===== config.mk =====
export PLATFORM = sky130hd
export DESIGN_NAME = hazard_ctrl
export DESIGN_NICKNAME = d
export VERILOG_FILES = /design/src/rtl/hazard_ctrl.sv
export SDC_FILE = /design/constraint.sdc
export NUM_CORES = 1
export LEC_CHECK = 0
export ABC_AREA = 1
export BUFFER_PORTS_ARGS = -buffer_cell sky130_fd_sc_hd__clkbuf_2
export CAP_MARGIN = 25
export CORE_MARGIN = 4
export CORE_UTILIZATION = 55
export DETAILED_ROUTE_END_ITERATION = 7
export PLACE_DENSITY = 0.91
export REMOVE_ABC_BUFFERS = 1
export SYNTH_ARGS = -nofsm -noshare
export SYNTH_HDL_FRONTEND = slang
export SYNTH_SLANG_ARGS = --single-unit
export TNS_END_PERCENT = 100

===== constraint.sdc =====
create_clock -name clk -period 3.53 [get_ports clk]
set_clock_uncertainty 0.1 [all_clocks]
set_input_delay 0.1765 -clock clk [delete_from_list [all_inputs] [get_ports clk]]
set_output_delay 0.1765 -clock clk [all_outputs]
set_load 0.01 [all_outputs]

===== src/rtl/hazard_ctrl.sv =====
// Pipeline hazard controller: load-use and HI/LO-after-multiply stalls, control
// redirect flushes, multiply-pending tracker and a saturating stall-cycle counter.
module hazard_ctrl #(
  parameter int unsigned MULT_LAT = 4
) (
  input  logic        clk,
  input  logic        rst_n,
  input  logic [4:0]  rs_D,
  input  logic [4:0]  rt_D,
  input  logic        uses_rt_D,
  input  logic        mfhilo_D,
  input  logic [4:0]  rf_wa_E,
  input  logic        we_reg_E,
  input  logic        dm2reg_E,
  input  logic        mult_we_E,
  input  logic        jump_E,
  input  logic        jr_sel_E,
  input  logic        branch_taken_E,
  output logic        stall_F,
  output logic        stall_D,
  output logic        flush_D,
  output logic        flush_E,
  output logic        mult_busy,
  output logic [15:0] stall_cnt
);

  typedef enum logic {IDLE = 1'b0, BUSY = 1'b1} state_t;

  state_t      state_q;
  logic [3:0]  mcnt_q;
  logic [15:0] stall_cnt_q;

  logic redirect;
  logic load_use;
  logic hilo_wait;
  logic stall;

  assign redirect  = branch_taken_E | jump_E | jr_sel_E;
  // $zero is never a real producer, so it cannot cause a load-use hazard.
  assign load_use  = dm2reg_E & we_reg_E & (rf_wa_E != 5'd0) &
                     ((rf_wa_E == rs_D) | (uses_rt_D & (rf_wa_E == rt_D)));
  assign hilo_wait = mfhilo_D & (mult_busy | mult_we_E);
  assign stall     = (load_use | hilo_wait) & ~redirect;

  assign stall_F   = stall;
  assign stall_D   = stall;
  assign flush_D   = redirect;
  assign flush_E   = redirect | stall;
  assign mult_busy = (state_q == BUSY);
  assign stall_cnt = stall_cnt_q;

  always_ff @(posedge clk or negedge rst_n) begin
    if (!rst_n) begin
      state_q     <= IDLE;
      mcnt_q      <= 4'd0;
      stall_cnt_q <= 16'd0;
    end else begin
      case (state_q)
        IDLE: begin
          if (mult_we_E) begin
            mcnt_q  <= 4'(MULT_LAT);
            state_q <= BUSY;
          end
        end
        BUSY: begin
          // A new multiply restarts the latency window before any exit check.
          if (mult_we_E) begin
            mcnt_q <= 4'(MULT_LAT);
          end else if (mcnt_q == 4'd1) begin
            mcnt_q  <= 4'd0;
            state_q <= IDLE;
          end else begin
            mcnt_q <= mcnt_q - 4'd1;
          end
        end
        default: begin
          state_q <= IDLE;
          mcnt_q  <= 4'd0;
        end
      endcase

      if (stall && (stall_cnt_q != 16'hFFFF)) begin
        stall_cnt_q <= stall_cnt_q + 16'd1;
      end
    end
  end

endmodule


**After elaboration in Yosys (flattened, before gate mapping)**

Index checks and enable logic that the tools add are counted.

- Bitwise operators: 14
- Multiplexer cells: 8
- Reduce and logical (&&, ||, !) cells: 2
- $add $sub $neg: 2
- Equal/unequal tests: 5

Operators with widths:

| cell | count |
|---|---|
| 16-bit by 1-bit adder with 16-bit output (second input constant) | 1 |
| 16-bit != test (second input constant) | 1 |
| 4-bit two-way mux | 3 |
| 5-bit equality test | 2 |
| 4-bit one-hot mux with 2 select lines | 1 |
| 1-bit bitwise AND | 6 |
| 1-bit OR | 6 |
| 5-bit nonzero test | 1 |
| 4-bit by 1-bit equality test with 1-bit output (second input constant) | 1 |
| 4-bit by 1-bit subtractor with 4-bit output (second input constant) | 1 |
| 1-bit two-way mux | 3 |
| 2-bit != test (second input constant) | 1 |
| 1-bit inverter | 2 |
| 1-bit one-hot mux with 2 select lines | 1 |
| 1-bit logical AND | 1 |

- Bits of input ports: 25
- Word-level logic and storage cells: 34
- Bits in registers: 21
- Output and inout port bits: 21

**Longest topological paths before layout**

- Depth after elaboration: 7
- Gate-level depth with buffers: 12
- Mapped depth without buffers: 11

**Worst setup path before layout**

Ideal clock, no wire load.

- Path kind: reg-to-reg
- Start: register stall_cnt_q[0] (netlist: stall_cnt[0])
- End: register stall_cnt_q[10] (netlist: stall_cnt[10])
- Clock period less this slack: 1.644 ns
- Path buffers: 1
- Arrival: 1.427 ns
- Cell stages (with the launch flop): 8
- Setup time: 0.117 ns
- Slack: 1.886 ns
- Data required time: 3.313 ns
- Path through: dfrtp_1 ha_1 nand2_1 nor2_2 nand4_4 buf_2 nand4_1 nand2_1

- Cells in the longest elaborated chain, start to end: 2
- Elaborated cells on any way between the ends: 3
- Classes of those cells: 1 x add/sub; 1 x eq/ne; 1 x reduce/logical

RTL lines:

| what | line | source |
|---|---|---|
| from (decl) | 31 | `logic [15:0] stall_cnt_q;` |
| from (signal assigned) | 83 | `stall_cnt_q <= stall_cnt_q + 16'd1;` |
| parallel branches: the longest is 2 deep, another holds 16-bit by 1-bit adder with 16-bit output | - |  |

Parallel ways; which one is timed is not known.
A chain may end at the register's enable or synchronous reset.

**Final worst setup path**

- Start: register stall_cnt_q[0] (netlist: stall_cnt[0])
- End: register stall_cnt_q[9] (netlist: stall_cnt[9])

The elaborated chain is that of the path after synthesis.

==> reports/metrics.cfg <==
[route]
dr.pass1.iters=4
wl_mm=3.22
ant_nets=0
drt_iter0_drc=62
wl_per_cell_um=10.9
via_count=1514
viasPerCell=5.11
drc_errors=0

[floorplanning]
die_area_um2=3670
ios=46
core.rowCount=18
die_w_um=60.6
initial_utilization_pct=59.3
core-area_um2=2570
fp.dieH_um=60.6

[synth]
ys_ff_latch=21
async_reset_ff_share_pct=100
ys_top_cells_by_count=nand2_1 (82), inv_1 (25), dfrtp_1 (21), nor2_1 (19), nand4_1 (18)
synthesis.area_um2=1520
synth-main-ff-cell=dfrtp_1
synth_top_family_by_area=simple AND/OR/NAND/NOR gates
synthTopCellsByArea=dfrtp_1 (35%), nand2_1 (20%), nand4_1 (7.4%), inv_1 (6.2%), nor2_1 (4.7%)
ys_seq_area_share_pct=34.5
synth_compound_area_share_pct=2.05
synthAdderAreaFrac_pct=2.47
synth_enable_flop_cells=0
synth_most_common_cell=nand2_1
syn_avg_cell_area_um2=6.89
netlist_instances=221
synthSimpleGateAreaFrac_pct=42.9
yosysWarningCount=0
synth_top_area_share_pct=34.5
yosys.area.top_type=dfrtp_1
synth_xor_area_share_pct=8.05
synth.area.mux_share_pct=0
ys_types=26

[layout]
nNetsFinal=295
drive_gt1_share_pct=22.9
antenna_cells=0
area_growth_pct=17.8

[grt]
grt_start_max_net_pins=22
grt_pass1_wl_mm=5.29
grt_overflow=0
antenna_found_initial=0
grt_usage_pct=18.5
grt_pass1_vias=1298

[power_and_ir_drop]
power.density_nw_per_um2=339
ir_drop_uv=369
cellLeakagePower_nw=1.02

[timing]
hold_ws_ns=0.0374
period_needed_ns=1.82
final.setup.worst_slack_ns=1.71
min_period_over_period_pct=51.7
slew_violations=0
worstMarginPinSlew_ns=0.493
finalHoldViolations=0
fmax_mhz=548
slew_headroom_pct=67.2
setup_violations=0
tns_ns=0
rsz0062_at_grt=no

[clock_network]
cts_tree=done
clk-insertion-delay-late_ns=0.29
post_cts_resized=0
numCtsBuffers=3
cts.sinks=21
clockBufferDepth=2
clock-root-buffer=clkbuf_4
htreeDepth=1
clkTransAtPathRegs_ns=0.11

[place]
numPortBuffers=45
pre_cts_ws_ns=1.72
hpwl_mm=2.56
place_congestion=0.832

[setup_path]
cp-end-kind=flop
worstRegToRegCells=7
path_max_fanout=17
cp-startpoint=stall_cnt[0]$_DFFE_PN0P_
cp.arrival_ns=1.93
crit_slowest_cell=dfrtp_1
reg2reg_slack_ns=1.71
cpMostUsedCell=nand2_1
worstPathBufferInverterCount=0
rr_endpoint=stall_cnt[9]$_DFFE_PN0P_
critPathMaxStageDelay_ns=0.43
cp_cell_sequence=ha_1 > nand2_1 > nor2_2 > nand4_4 > and2_1 > nand4_1 > nand2_1
path_delay_family=simple AND/OR/NAND/NOR gates
start_kind=flop
rr_startpoint=stall_cnt[0]$_DFFE_PN0P_
cp.depth=7
crit_end=stall_cnt[9]$_DFFE_PN0P_
crit_type=flop to flop
cp.required_ns=3.63

[hold_path]
hp-class=input pin to flop

[outcome]
status=complete, no violations

[run]
cap_violations=0

layout by cell type (no fill, tap or decap):
master / n
a21oi_1: 1
and2_1: 1
buf_4: 1
clkbuf_1: 1
clkbuf_2: 45
clkbuf_4: 3
dfrtp_1: 21
dlygate4sd3_1: 1
ha_1: 3
inv_1: 25
inv_2: 5
nand2_1: 82
nand2_2: 1
nand2_4: 1
nand3_1: 13
nand3_4: 1
nand4_1: 18
nand4_4: 1
nor2_1: 19
nor2_2: 1
nor3_1: 2
nor3_2: 1
nor3b_2: 1
o21ai_0: 1
o221ai_1: 1
o22ai_1: 2
xnor2_1: 6
xor2_1: 8
state kept, by name (all words and copies together) (netlist names):
signal	count
mcnt_q	4
mult_busy	1
stall_cnt	16
worst min path at each step:
| stage | start | to | slack [ns] | depth (start not counted) |
|---|---|---|---|---|
| 6_report | mult_we_E | mult_busy$_DFF_PN0_ | 0.04 | 3 |
| 5_1_grt | mult_we_E | mult_busy$_DFF_PN0_ | 0.07 | 3 |
| 4_1_cts | mult_we_E | mult_busy$_DFF_PN0_ | 0.04 | 3 |
| 3_5_place_dp | rst_n | mult_busy$_DFF_PN0_ | 0.07 | 1 |
| 3_3_place_gp | rst_n | mult_busy$_DFF_PN0_ | 0.07 | 1 |
| 2_1_floorplan | rst_n | mcnt_q[0]$_DFFE_PN0N_ | -0.22 | 0 |
per-stage QoR:
stage | cell area (um2) | util (%) | cells | power [mW]
2_1_floorplan | 1480 | - | 215 | 0.433
3_3_place_gp | 1760 | 68.5 | 291 | 0.495
3_5_place_dp | 1760 | 68.5 | 291 | 0.501
4_1_cts | 1790 | 69.9 | 296 | 0.613
5_1_grt | 1790 | 69.9 | 296 | 0.657
6_report | 1790 | 69.9 | 296 | 0.608
worst min-delay path: cells and delay by family:
family	cells	cell delay [ns]
buf+inv	2	0.15
simple gates	1	0.07
routing by layer:
metal	part of all wire, %	GRT usage (%)	vias up
li1	-	-	794
met4	0.68	4.02	0
met3	7.3	2.55	4
met2	45	33.0	47
met5	0	0	-
met1	47	24.0	669
final cells by class:
cell class,count,area [um2]
Tap cell,30,37.5
Sequential cell,21,526
Clock buffer,4,26.3
Inverter,30,113
Fill cell,224,773
Timing Repair Buffer,47,243
Multi-Input combinational cell,164,850
where the power goes:
group	switching, mW	leakage, nW	total (mW)	internal, mW
clock	0.0686	0.0150	0.113	0.0439
combinational	0.106	0.724	0.186	0.0802
sequential	0.0346	0.278	0.310	0.275
repair_timing:
item,CTS,global route
hold buffers,1,0
buffers inserted,0,0
hold endpoints to repair,21,0
kinds of logic (layout without fill, tap and decap cells):
| group | after synthesis | after routing |
|---|---|---|
| simple gates | 142 | 142 |
| buf+inv | 36 | 81 |
| flops | 21 | 21 |
| xor+xnor | 14 | 14 |
| compound gates | 5 | 5 |
| fa+ha+maj | 3 | 3 |
Note: power is estimated with default switching activity, not from simulation.
